## src/rtl/mem_arb_pkg.sv

```systemverilog
// mem_arb_pkg: shared types and constants for the mem_arb memory-port arbiter.
//   ADDR_W / DATA_W : memory address and data widths
//   WD_W            : watchdog counter width
//   state_e         : arbiter FSM states (idle, serving fetch, serving data)
//   SIDE_I / SIDE_D : requester identifiers used for round-robin bookkeeping
package mem_arb_pkg;

    localparam int unsigned ADDR_W = 16;
    localparam int unsigned DATA_W = 16;
    localparam int unsigned WD_W   = 8;

    typedef enum logic [1:0] {
        StIdle  = 2'd0,
        StBusyI = 2'd1,
        StBusyD = 2'd2
    } state_e;

    localparam logic SIDE_I = 1'b0;
    localparam logic SIDE_D = 1'b1;

endpackage

```

## src/rtl/mem_arb_if.sv

```systemverilog
// mem_arb_if: bundles the fetch, data and memory-side signals of the arbiter.
//   fetch  : i_addr, i_rd -> i_dataout, i_done, i_stall
//   data   : d_addr, d_datain, d_rd, d_wr -> d_dataout, d_done, d_stall
//   memory : m_addr, m_datain, m_rd, m_wr -> m_dataout, m_done, m_err
//   err    : memory error OR sticky arbiter error
// Modport slave is the arbiter's view; master is the view of everything around it.
interface mem_arb_if;
    import mem_arb_pkg::*;

    logic [ADDR_W-1:0] i_addr;
    logic              i_rd;
    logic [DATA_W-1:0] i_dataout;
    logic              i_done;
    logic              i_stall;

    logic [ADDR_W-1:0] d_addr;
    logic [DATA_W-1:0] d_datain;
    logic              d_rd;
    logic              d_wr;
    logic [DATA_W-1:0] d_dataout;
    logic              d_done;
    logic              d_stall;

    logic [ADDR_W-1:0] m_addr;
    logic [DATA_W-1:0] m_datain;
    logic              m_rd;
    logic              m_wr;
    logic [DATA_W-1:0] m_dataout;
    logic              m_done;
    logic              m_err;

    logic              err;

    modport slave (
        input  i_addr, i_rd, d_addr, d_datain, d_rd, d_wr, m_dataout, m_done, m_err,
        output i_dataout, i_done, i_stall, d_dataout, d_done, d_stall,
               m_addr, m_datain, m_rd, m_wr, err
    );

    modport master (
        output i_addr, i_rd, d_addr, d_datain, d_rd, d_wr, m_dataout, m_done, m_err,
        input  i_dataout, i_done, i_stall, d_dataout, d_done, d_stall,
               m_addr, m_datain, m_rd, m_wr, err
    );

endinterface

```

## src/rtl/mem_arb_wdog.sv

```systemverilog
// arb_wdog: transaction watchdog for mem_arb.
//   clk, rst : clock and asynchronous active-high reset
//   clr      : zero the counter (held while no transaction is in flight)
//   en       : count this cycle (busy and memory not done)
//   expire   : the current counting cycle is the TIMEOUT-th one
module arb_wdog
    import mem_arb_pkg::*;
#(
    parameter int unsigned TIMEOUT = 64
) (
    input  logic clk,
    input  logic rst,
    input  logic clr,
    input  logic en,
    output logic expire
);

    localparam logic [WD_W-1:0] LastCnt = WD_W'(TIMEOUT - 1);

    logic [WD_W-1:0] cnt_q, cnt_d;

    always_comb begin
        cnt_d = cnt_q;
        if (clr) begin
            cnt_d = '0;
        end else if (en) begin
            cnt_d = cnt_q + 8'd1;
        end
    end

    always_ff @(posedge clk or posedge rst) begin
        if (rst) begin
            cnt_q <= '0;
        end else begin
            cnt_q <= cnt_d;
        end
    end

    assign expire = en & (cnt_q == LastCnt);

endmodule

```

## src/rtl/mem_arb.sv

```systemverilog
// mem_arb: shares one mem_system port between instruction fetch and data access.
//   clk, rst : clock and asynchronous active-high reset
//   bus      : mem_arb_if.slave carrying the fetch, data and memory signals
//   TIMEOUT  : busy cycles without m_done before the transaction is abandoned (2..255)
// A granted request is latched into cmd_* and held on the memory port until m_done;
// done/data go back only to the granted side. Ties alternate via last_grant. A hung
// transaction or an illegal simultaneous d_rd/d_wr sets a sticky error.
module mem_arb
    import mem_arb_pkg::*;
#(
    parameter int unsigned TIMEOUT = 64
) (
    input  logic     clk,
    input  logic     rst,
    mem_arb_if.slave bus
);

    state_e            state_q, state_d;
    logic              last_grant_q, last_grant_d;
    logic [ADDR_W-1:0] cmd_addr_q, cmd_addr_d;
    logic [DATA_W-1:0] cmd_data_q, cmd_data_d;
    logic              cmd_wr_q, cmd_wr_d;
    logic              err_q, err_d;

    logic              req_i, req_d, d_illegal, busy;
    logic              wd_clr, wd_en, wd_expire;

    logic              m_rd, m_wr;
    logic [ADDR_W-1:0] m_addr;
    logic [DATA_W-1:0] m_datain;
    logic              i_done, d_done;
    logic [DATA_W-1:0] i_dataout, d_dataout;

    assign req_i     = bus.i_rd;
    assign req_d     = bus.d_rd ^ bus.d_wr;
    assign d_illegal = bus.d_rd & bus.d_wr;
    assign busy      = (state_q != StIdle);

    // Counter sits at zero while idle, so it reads zero on the first busy cycle.
    assign wd_clr = ~busy;
    assign wd_en  = busy & ~bus.m_done;

    arb_wdog #(
        .TIMEOUT(TIMEOUT)
    ) u_wdog (
        .clk   (clk),
        .rst   (rst),
        .clr   (wd_clr),
        .en    (wd_en),
        .expire(wd_expire)
    );

    always_comb begin
        state_d      = state_q;
        last_grant_d = last_grant_q;
        cmd_addr_d   = cmd_addr_q;
        cmd_data_d   = cmd_data_q;
        cmd_wr_d     = cmd_wr_q;
        err_d        = err_q;
        m_rd         = 1'b0;
        m_wr         = 1'b0;
        m_addr       = '0;
        m_datain     = '0;
        i_done       = 1'b0;
        i_dataout    = '0;
        d_done       = 1'b0;
        d_dataout    = '0;

        unique case (state_q)
            StIdle: begin
                if (d_illegal) begin
                    err_d = 1'b1;
                end
                // Fetch wins when alone or when data was served last.
                if (req_i && (!req_d || last_grant_q == SIDE_D)) begin
                    state_d      = StBusyI;
                    last_grant_d = SIDE_I;
                    cmd_addr_d   = bus.i_addr;
                    cmd_data_d   = '0;
                    cmd_wr_d     = 1'b0;
                end else if (req_d) begin
                    state_d      = StBusyD;
                    last_grant_d = SIDE_D;
                    cmd_addr_d   = bus.d_addr;
                    cmd_data_d   = bus.d_datain;
                    cmd_wr_d     = bus.d_wr;
                end
            end
            StBusyI, StBusyD: begin
                m_rd     = ~cmd_wr_q;
                m_wr     = cmd_wr_q;
                m_addr   = cmd_addr_q;
                m_datain = cmd_data_q;
                if (bus.m_done) begin
                    state_d = StIdle;
                    if (state_q == StBusyI) begin
                        i_done    = 1'b1;
                        i_dataout = bus.m_dataout;
                    end else begin
                        d_done    = 1'b1;
                        d_dataout = cmd_wr_q ? '0 : bus.m_dataout;
                    end
                end else if (wd_expire) begin
                    // Abandon the hung command without signalling completion.
                    state_d = StIdle;
                    err_d   = 1'b1;
                end
            end
            default: begin
                state_d = StIdle;
            end
        endcase
    end

    always_ff @(posedge clk or posedge rst) begin
        if (rst) begin
            state_q      <= StIdle;
            last_grant_q <= SIDE_D;
            cmd_addr_q   <= '0;
            cmd_data_q   <= '0;
            cmd_wr_q     <= 1'b0;
            err_q        <= 1'b0;
        end else begin
            state_q      <= state_d;
            last_grant_q <= last_grant_d;
            cmd_addr_q   <= cmd_addr_d;
            cmd_data_q   <= cmd_data_d;
            cmd_wr_q     <= cmd_wr_d;
            err_q        <= err_d;
        end
    end

    assign bus.m_rd      = m_rd;
    assign bus.m_wr      = m_wr;
    assign bus.m_addr    = m_addr;
    assign bus.m_datain  = m_datain;
    assign bus.i_done    = i_done;
    assign bus.i_dataout = i_dataout;
    assign bus.d_done    = d_done;
    assign bus.d_dataout = d_dataout;
    // Stalls are forced low while reset is held so every output reads zero.
    assign bus.i_stall   = ~rst & req_i & ~i_done;
    assign bus.d_stall   = ~rst & req_d & ~d_done;
    assign bus.err       = bus.m_err | err_q;

endmodule
```

## src/flat_wrapper.sv

```systemverilog
// flat-port wrapper written by rule: the top's interface ports become plain ports
module mem_arb_flat import mem_arb_pkg::*;
#(
    parameter int unsigned TIMEOUT = 64
)
  (clk, rst, bus_i_addr, bus_i_rd, bus_d_addr, bus_d_datain, bus_d_rd, bus_d_wr, bus_m_dataout, bus_m_done, bus_m_err, bus_i_dataout, bus_i_done, bus_i_stall, bus_d_dataout, bus_d_done, bus_d_stall, bus_m_addr, bus_m_datain, bus_m_rd, bus_m_wr, bus_err);
  mem_arb_if bus_i ();
  input  logic clk;
  input  logic rst;
  input wire logic [$bits(bus_i.i_addr)-1:0] bus_i_addr;
  input wire logic [$bits(bus_i.i_rd)-1:0] bus_i_rd;
  input wire logic [$bits(bus_i.d_addr)-1:0] bus_d_addr;
  input wire logic [$bits(bus_i.d_datain)-1:0] bus_d_datain;
  input wire logic [$bits(bus_i.d_rd)-1:0] bus_d_rd;
  input wire logic [$bits(bus_i.d_wr)-1:0] bus_d_wr;
  input wire logic [$bits(bus_i.m_dataout)-1:0] bus_m_dataout;
  input wire logic [$bits(bus_i.m_done)-1:0] bus_m_done;
  input wire logic [$bits(bus_i.m_err)-1:0] bus_m_err;
  output wire logic [$bits(bus_i.i_dataout)-1:0] bus_i_dataout;
  output wire logic [$bits(bus_i.i_done)-1:0] bus_i_done;
  output wire logic [$bits(bus_i.i_stall)-1:0] bus_i_stall;
  output wire logic [$bits(bus_i.d_dataout)-1:0] bus_d_dataout;
  output wire logic [$bits(bus_i.d_done)-1:0] bus_d_done;
  output wire logic [$bits(bus_i.d_stall)-1:0] bus_d_stall;
  output wire logic [$bits(bus_i.m_addr)-1:0] bus_m_addr;
  output wire logic [$bits(bus_i.m_datain)-1:0] bus_m_datain;
  output wire logic [$bits(bus_i.m_rd)-1:0] bus_m_rd;
  output wire logic [$bits(bus_i.m_wr)-1:0] bus_m_wr;
  output wire logic [$bits(bus_i.err)-1:0] bus_err;
  assign bus_i.i_addr = bus_i_addr;
  assign bus_i.i_rd = bus_i_rd;
  assign bus_i.d_addr = bus_d_addr;
  assign bus_i.d_datain = bus_d_datain;
  assign bus_i.d_rd = bus_d_rd;
  assign bus_i.d_wr = bus_d_wr;
  assign bus_i.m_dataout = bus_m_dataout;
  assign bus_i.m_done = bus_m_done;
  assign bus_i.m_err = bus_m_err;
  assign bus_i_dataout = bus_i.i_dataout;
  assign bus_i_done = bus_i.i_done;
  assign bus_i_stall = bus_i.i_stall;
  assign bus_d_dataout = bus_i.d_dataout;
  assign bus_d_done = bus_i.d_done;
  assign bus_d_stall = bus_i.d_stall;
  assign bus_m_addr = bus_i.m_addr;
  assign bus_m_datain = bus_i.m_datain;
  assign bus_m_rd = bus_i.m_rd;
  assign bus_m_wr = bus_i.m_wr;
  assign bus_err = bus_i.err;
  mem_arb #(.TIMEOUT(TIMEOUT)) u_core (.clk(clk), .rst(rst), .bus(bus_i));
endmodule
```

## config.mk

```make
export PLATFORM = sky130hd
export DESIGN_NAME = mem_arb_flat
export DESIGN_NICKNAME = d
export VERILOG_FILES = /design/src/rtl/mem_arb_pkg.sv /design/src/rtl/mem_arb_if.sv /design/src/rtl/mem_arb_wdog.sv /design/src/rtl/mem_arb.sv /design/src/flat_wrapper.sv
export SDC_FILE = /design/constraint.sdc
export NUM_CORES = 1
export LEC_CHECK = 0
export CORE_MARGIN = 2
export CORE_UTILIZATION = 38
export CTS_CLUSTER_SIZE = 30
export DETAILED_ROUTE_END_ITERATION = 12
export PLACE_DENSITY = 0.89
export SYNTH_ARGS = -nofsm -noshare
export SYNTH_HDL_FRONTEND = slang
export SYNTH_SLANG_ARGS = --single-unit
export TNS_END_PERCENT = 5
```

## constraint.sdc

```tcl
create_clock -name clk -period 2.45 [get_ports clk]
set_clock_uncertainty 0.1 [all_clocks]
set_input_delay 0.49 -clock clk [delete_from_list [all_inputs] [get_ports clk]]
set_output_delay 0.49 -clock clk [all_outputs]
set_load 0.02 [all_outputs]
```

# Word-level counts from Yosys, hierarchy flattened
# Cells that the tools add are included.
dict set report op_classes {
  addsub 1
  eq_ne 9
  mux 36
  n_bitwise 14
  reduce_logical 11
}
# cell n
set op_table {}
lappend op_table {{$mux W16} 13}
lappend op_table {{$mux W8} 2}
lappend op_table {{$mux W1} 15}
lappend op_table {{$add A8 B1 Y8 const B} 1}
lappend op_table {{$eq A8 B6 Y1 const B} 1}
lappend op_table {{$mux W2} 4}
lappend op_table {{$and A1 B1 Y1} 7}
lappend op_table {{$ne A2 B2 Y1 const B} 3}
lappend op_table {{$reduce_bool A2 Y1} 3}
lappend op_table {{$not A1 Y1} 5}
lappend op_table {{$pmux W2 S2} 1}
lappend op_table {{$reduce_and A2 Y1} 2}
lappend op_table {{$reduce_and A4 Y1} 1}
lappend op_table {{$ne A3 B1 Y1 const B} 1}
lappend op_table {{$ne A3 B3 Y1 const B} 1}
lappend op_table {{$eq A2 B1 Y1 const B} 1}
lappend op_table {{$eq A2 B2 Y1 const B} 1}
lappend op_table {{$logic_not A2 Y1} 1}
lappend op_table {{$ne A2 B1 Y1 const B} 1}
lappend op_table {{$pmux W1 S2} 1}
lappend op_table {{$reduce_or A2 Y1} 1}
lappend op_table {{$logic_and A1 B1 Y1} 1}
lappend op_table {{$logic_not A1 Y1} 1}
lappend op_table {{$logic_or A1 B1 Y1} 1}
lappend op_table {{2 further kinds} 2}
dict set report word_totals {
  regBits 45
  input_bits 71
}

# Logic depth before layout (Yosys ltp)
dict set report depth {
  depth_word 6
  depth_mapped 7
}

# By module
# Synthesis repeated with hierarchy kept, for this count alone.
dict set report unflattened {
  cells_unflattened 275
  hier_area_um2 2576.2
}
# mod n_inst cells_each area_per_inst_um2 seq_area_each_um2
set by_module_without_submodules {}
lappend by_module_without_submodules {mem_arb 1 236 2174.6 927.1}
lappend by_module_without_submodules {arb_wdog 1 39 401.6 200.2}

# Worst setup path after synthesis
# Ideal clock, no wire load.
dict set report synth_path {
  path_kind {reg-to-output}
  startpoint {register u_core.state_q[0]}
  endpoint {output bus_d_dataout[10]}
  arrival_time_ns 1.520
  required_ns 1.860
  path_slack_ns 0.340
  stages_incl_launch_ff 7
  n_path_buf 1
  path_cell_list {dfrtp_1 > inv_1 > ha_1 > nand2_1 > nor3_1 > clkbuf_1 > and2_1}
}
dict set report synth_between {
  elab_chain_len 4
  word_cells_on_any_way 6
}
# element line
set synth_lines {}
lappend synth_lines {{start: declaration} mem_arb.sv:18} ;# state_e state_q, state_d;
lappend synth_lines {{start signal: assignment} mem_arb.sv:117} ;# state_q <= StIdle;
lappend synth_lines {{start signal: assignment} mem_arb.sv:124} ;# state_q <= state_d;
lappend synth_lines {{$eq A2 B1 Y1} {mem_arb.sv:69, mem_arb.sv:96}}
lappend synth_lines {{$mux W16} mem_arb.sv:96} ;# if (state_q == StBusyI) begin
lappend synth_lines {{$mux W16} mem_arb.sv:94} ;# if (bus.m_done) begin
lappend synth_lines {{$mux W16 (*)} mem_arb.sv:69} ;# unique case (state_q)
lappend synth_lines {{end: declaration} flat_wrapper.sv:22} ;# output wire logic [$bits(bus_i.d_dataout)-1:0] bus_d_dataout;
# Mark *: on every way between the ends. The rest lies on a longest branch, timed or not.

# Worst setup path in the final report
dict set report layout_path {
  startpoint {input bus_d_wr}
  endpoint {output bus_d_stall}
}
dict set report layout_between {
  elab_chain_len 3
}
# element line
set layout_lines {}
lappend layout_lines {{start: declaration} flat_wrapper.sv:15} ;# input wire logic [$bits(bus_i.d_wr)-1:0] bus_d_wr;
lappend layout_lines {{$xor A1 B1 Y1} mem_arb.sv:35} ;# assign req_d = bus.d_rd ^ bus.d_wr;
lappend layout_lines {{$and A1 B1 Y1 (2 in a row)} mem_arb.sv:143} ;# assign bus.d_stall = ~rst & req_d & ~d_done;
lappend layout_lines {{end: declaration} flat_wrapper.sv:24} ;# output wire logic [$bits(bus_i.d_stall)-1:0] bus_d_stall;
# No other way between the ends.

==> flow_summary_export.csv <==
group,metric,value,unit
run_status,status,"finished clean",
worst_setup_path,worst_setup_path_start_kind,"input pin",
sta,period_minus_slack,2.424,ns
finish,drive_gt1_frac,0.1736,
clock_tree,root_buffer,"clkbuf_8",
routing,vias,2338,
synth,synth-edff-count,0,
synth,syn_area_per_cell,10.35,µm²
routing,vias_per_cell,5.050,
placed_design,dp.final_hpwl,5356,µm
global_routing,antenna_found_initial,0,
sta,finalHoldViolCount,0,
finish,post-route-util,0.6380,
floorplan,initial_utilization,0.3893,
sta,setup_violations,0,
synth,netlist_area,0.002444,mm²
sta,hold_ws,0.3652,ns
placed_design,place_congestion,0.7812,
finish,final.fill_count,545,
floorplan,dieArea,0.007088,mm²
sta,rsz0062_at_grt,"true",
pwr,ir_drop,609.4,µV
synth,synth_ff_type,"dfrtp_1",
floorplan,ios,142,
job,cap_violations,0,
sta,setup_tns,0,ns
clock_tree,cts_tree,"yes",
routing,drt_iter0_drc,60,
routing,wl_per_cell,15.13,µm
worst_setup_path,rrSetupSlack,0.67,ns
clock_tree,numClockSinks,45,
floorplan,rows,29,
synth,synth_warnings,0,
synth,synth_top_cell_by_area,"dfrtp_1",
routing,ant_nets,0,
synth,ys_types,38,
synth,synth_area_leaders,"dfrtp_1, and2_1, a221o_1, a22o_1, ha_1",
worst_setup_path,required,1.86,ns
clock_tree,numCtsBuffers,5,
sta,fin_crit_sh,0.9893,
worst_setup_path,crit_arrival,1.83,ns
routing,drcViolationCount,0,
clock_tree,htreeDepth,2,
worst_hold_path,hp-class,"register to register",
floorplan,die_w,84.19,µm
synth,async_flop_share,1.000,
sta,max-slew-margin-rel,0.6387,
clock_tree,post-cts-setup-buffer-count,0,
finish,area_growth,63.90,%
floorplan,core,0.006277,mm²
synth,syn_inst,236,
global_routing,overflow,0,
clock_tree,worstSkewPairLatency,0.29,ns
synth,synth_top_cell_area_share,0.4506,
routing,drt-total-wl,7007,µm
synth,yosysSeqAreaShare,0.4613,
finish,nets,460,
clock_tree,cts_buffer_depth,2,
clock_tree,clk_pin_slew,0.08,ns
synth,yosysMostFrequentCell,"and2_1",
synth,netlist_top_cells_count,"and2_1, dfrtp_1, a22o_1",
clock_tree,postCtsHoldBufs,0,
synth,synth-seq-cells,45,
worst_setup_path,crit_fanout,2,
placed_design,place.port_buffers,141,
sta,drv_slew,0,
sta,fmax,0.4126,GHz
global_routing,grt_pass1_vias,2357,
pwr,leakage,2.002,nW
global_routing,grt_pass1_wl,11160,µm
sta,worst_pin_slew,0.5420,ns
routing,drtPass1Iterations,4,
pwr,power_density,1074,mW/mm²
global_routing,grt.total_usage,0.1932,
global_routing,grt_max_degree,34,
floorplan,chipHeight,84.19,µm
worst_setup_path,path_class,"input pin to output pin",
worst_setup_path,end_kind,"output pin",
synth,syn_nets,311,
finish,antennaDiodeCount,0,
==> metrics by stage <==
stage	instances	total power (W)	cell area (µm²)	setup slack, ns
after floorplan	236	0.002714	2444	0.3395
final	463	0.004300	4005	0.02630
after detailed placement	454	0.003939	4019	-0.3520
after global placement	454	0.003865	4019	-0.3115
after global routing	463	0.004587	4005	-0.04893
after CTS	462	0.004350	4101	-0.05357
==> layout make-up <==
type / count / area, µm² / area share
multi-input combinational: 172 / 1242 / 0.3102
timing repair buffer: 157 / 1408 / 0.3515
clock inverter: 1 / 30.03 / 0.007498
inverter: 4 / 15.01 / 0.003749
sequential: 45 / 1127 / 0.2815
clock buffer: 7 / 86.33 / 0.02156
tap: 77 / 96.34 / 0.02405
==> placed cells by master, fill, tap and decap left out, types with 2 or more instances in the layout <==
| cell type | count |
|---|---|
| nor3_1 | 2 |
| a221o_1 | 16 |
| clkbuf_2 | 14 |
| clkdlybuf4s15_1 | 3 |
| nand3_1 | 2 |
| clkdlybuf4s50_1 | 71 |
| buf_2 | 5 |
| o21ai_0 | 3 |
| nand2_1 | 6 |
| dfrtp_1 | 44 |
| clkbuf_8 | 6 |
| buf_4 | 23 |
| o32ai_1 | 2 |
| ha_1 | 2 |
| dlygate4sd2_1 | 36 |
| inv_1 | 3 |
| xor2_1 | 3 |
| or3_1 | 2 |
| nor2_1 | 8 |
| and2b_2 | 2 |
| buf_12 | 3 |
| a22o_1 | 17 |
| a21oi_1 | 4 |
| and2_1 | 81 |
==> kinds of logic after synthesis <==
group,Yosys count,synth area share
compound gates,46,0.1608
xor+xnor,4,0.01434
fa+ha+maj,4,0.02048
buf+inv,20,0.04454
flops,45,0.4613
mux,1,0.004096
simple gates,116,0.2944
==> routing by layer <==
| metal | track usage | part of all wire | vias to the layer above |
|---|---|---|---|
| met5 | 0 | 0 | - |
| met4 | 0.05572 | 0.015 | 0 |
| met3 | 0.05703 | 0.092 | 10 |
| met2 | 0.3492 | 0.51 | 114 |
| met1 | 0.2208 | 0.39 | 1094 |
| li1 | - | - | 1120 |
==> critical path, cell delays in order <==
cell             delay, ns
clkdlybuf4s50_1       0.44
ha_1                  0.31
inv_1                 0.08
nor3_1                0.19
clkdlybuf4s15_1       0.33
==> power breakdown <==
part	switching (W)	total (W)	internal [W]
clock network	0.000242	0.000574	0.000332
logic	0.00133	0.00252	0.00119
registers	0.000160	0.00120	0.00104
total	0.00174	0.00430	0.00256
==> timing repair <==
action	CTS	global route
pin swaps	0	1
gates cloned	0	1
endpoints found under the hold margin	0	0
resized for setup	108	58
endpoints found under the setup margin	69	35
==> registers in the layout, summed over array words and instances, names as in the netlist <==
signal               count
u_core.err_q             1
u_core.state_q           2
u_core.u_wdog.cnt_q      8
u_core.cmd_wr_q          1
u_core.cmd_addr_q       16
u_core.last_grant_q      1
u_core.cmd_data_q       16
==> worst paths after layout <==
path / from / end / cells after the start
min in group asynchronous: rst / u_core.u_wdog.cnt_q[2]$_DFFE_PP0P_ / 2
hold / removal: u_core.err_q$_DFFE_PP0P_ / u_core.err_q$_DFFE_PP0P_ / 1
setup / recovery: bus_d_wr / bus_d_stall / 5
setup reg to reg: u_core.state_q[0]$_DFFE_PP0P_ / u_core.state_q[1]$_DFFE_PP0P_ / 5
hold reg to reg: u_core.err_q$_DFFE_PP0P_ / u_core.err_q$_DFFE_PP0P_ / 1
max in group asynchronous: rst / u_core.cmd_data_q[8]$_DFFE_PP0P_ / 3
(Power assumes the default switching activity.)
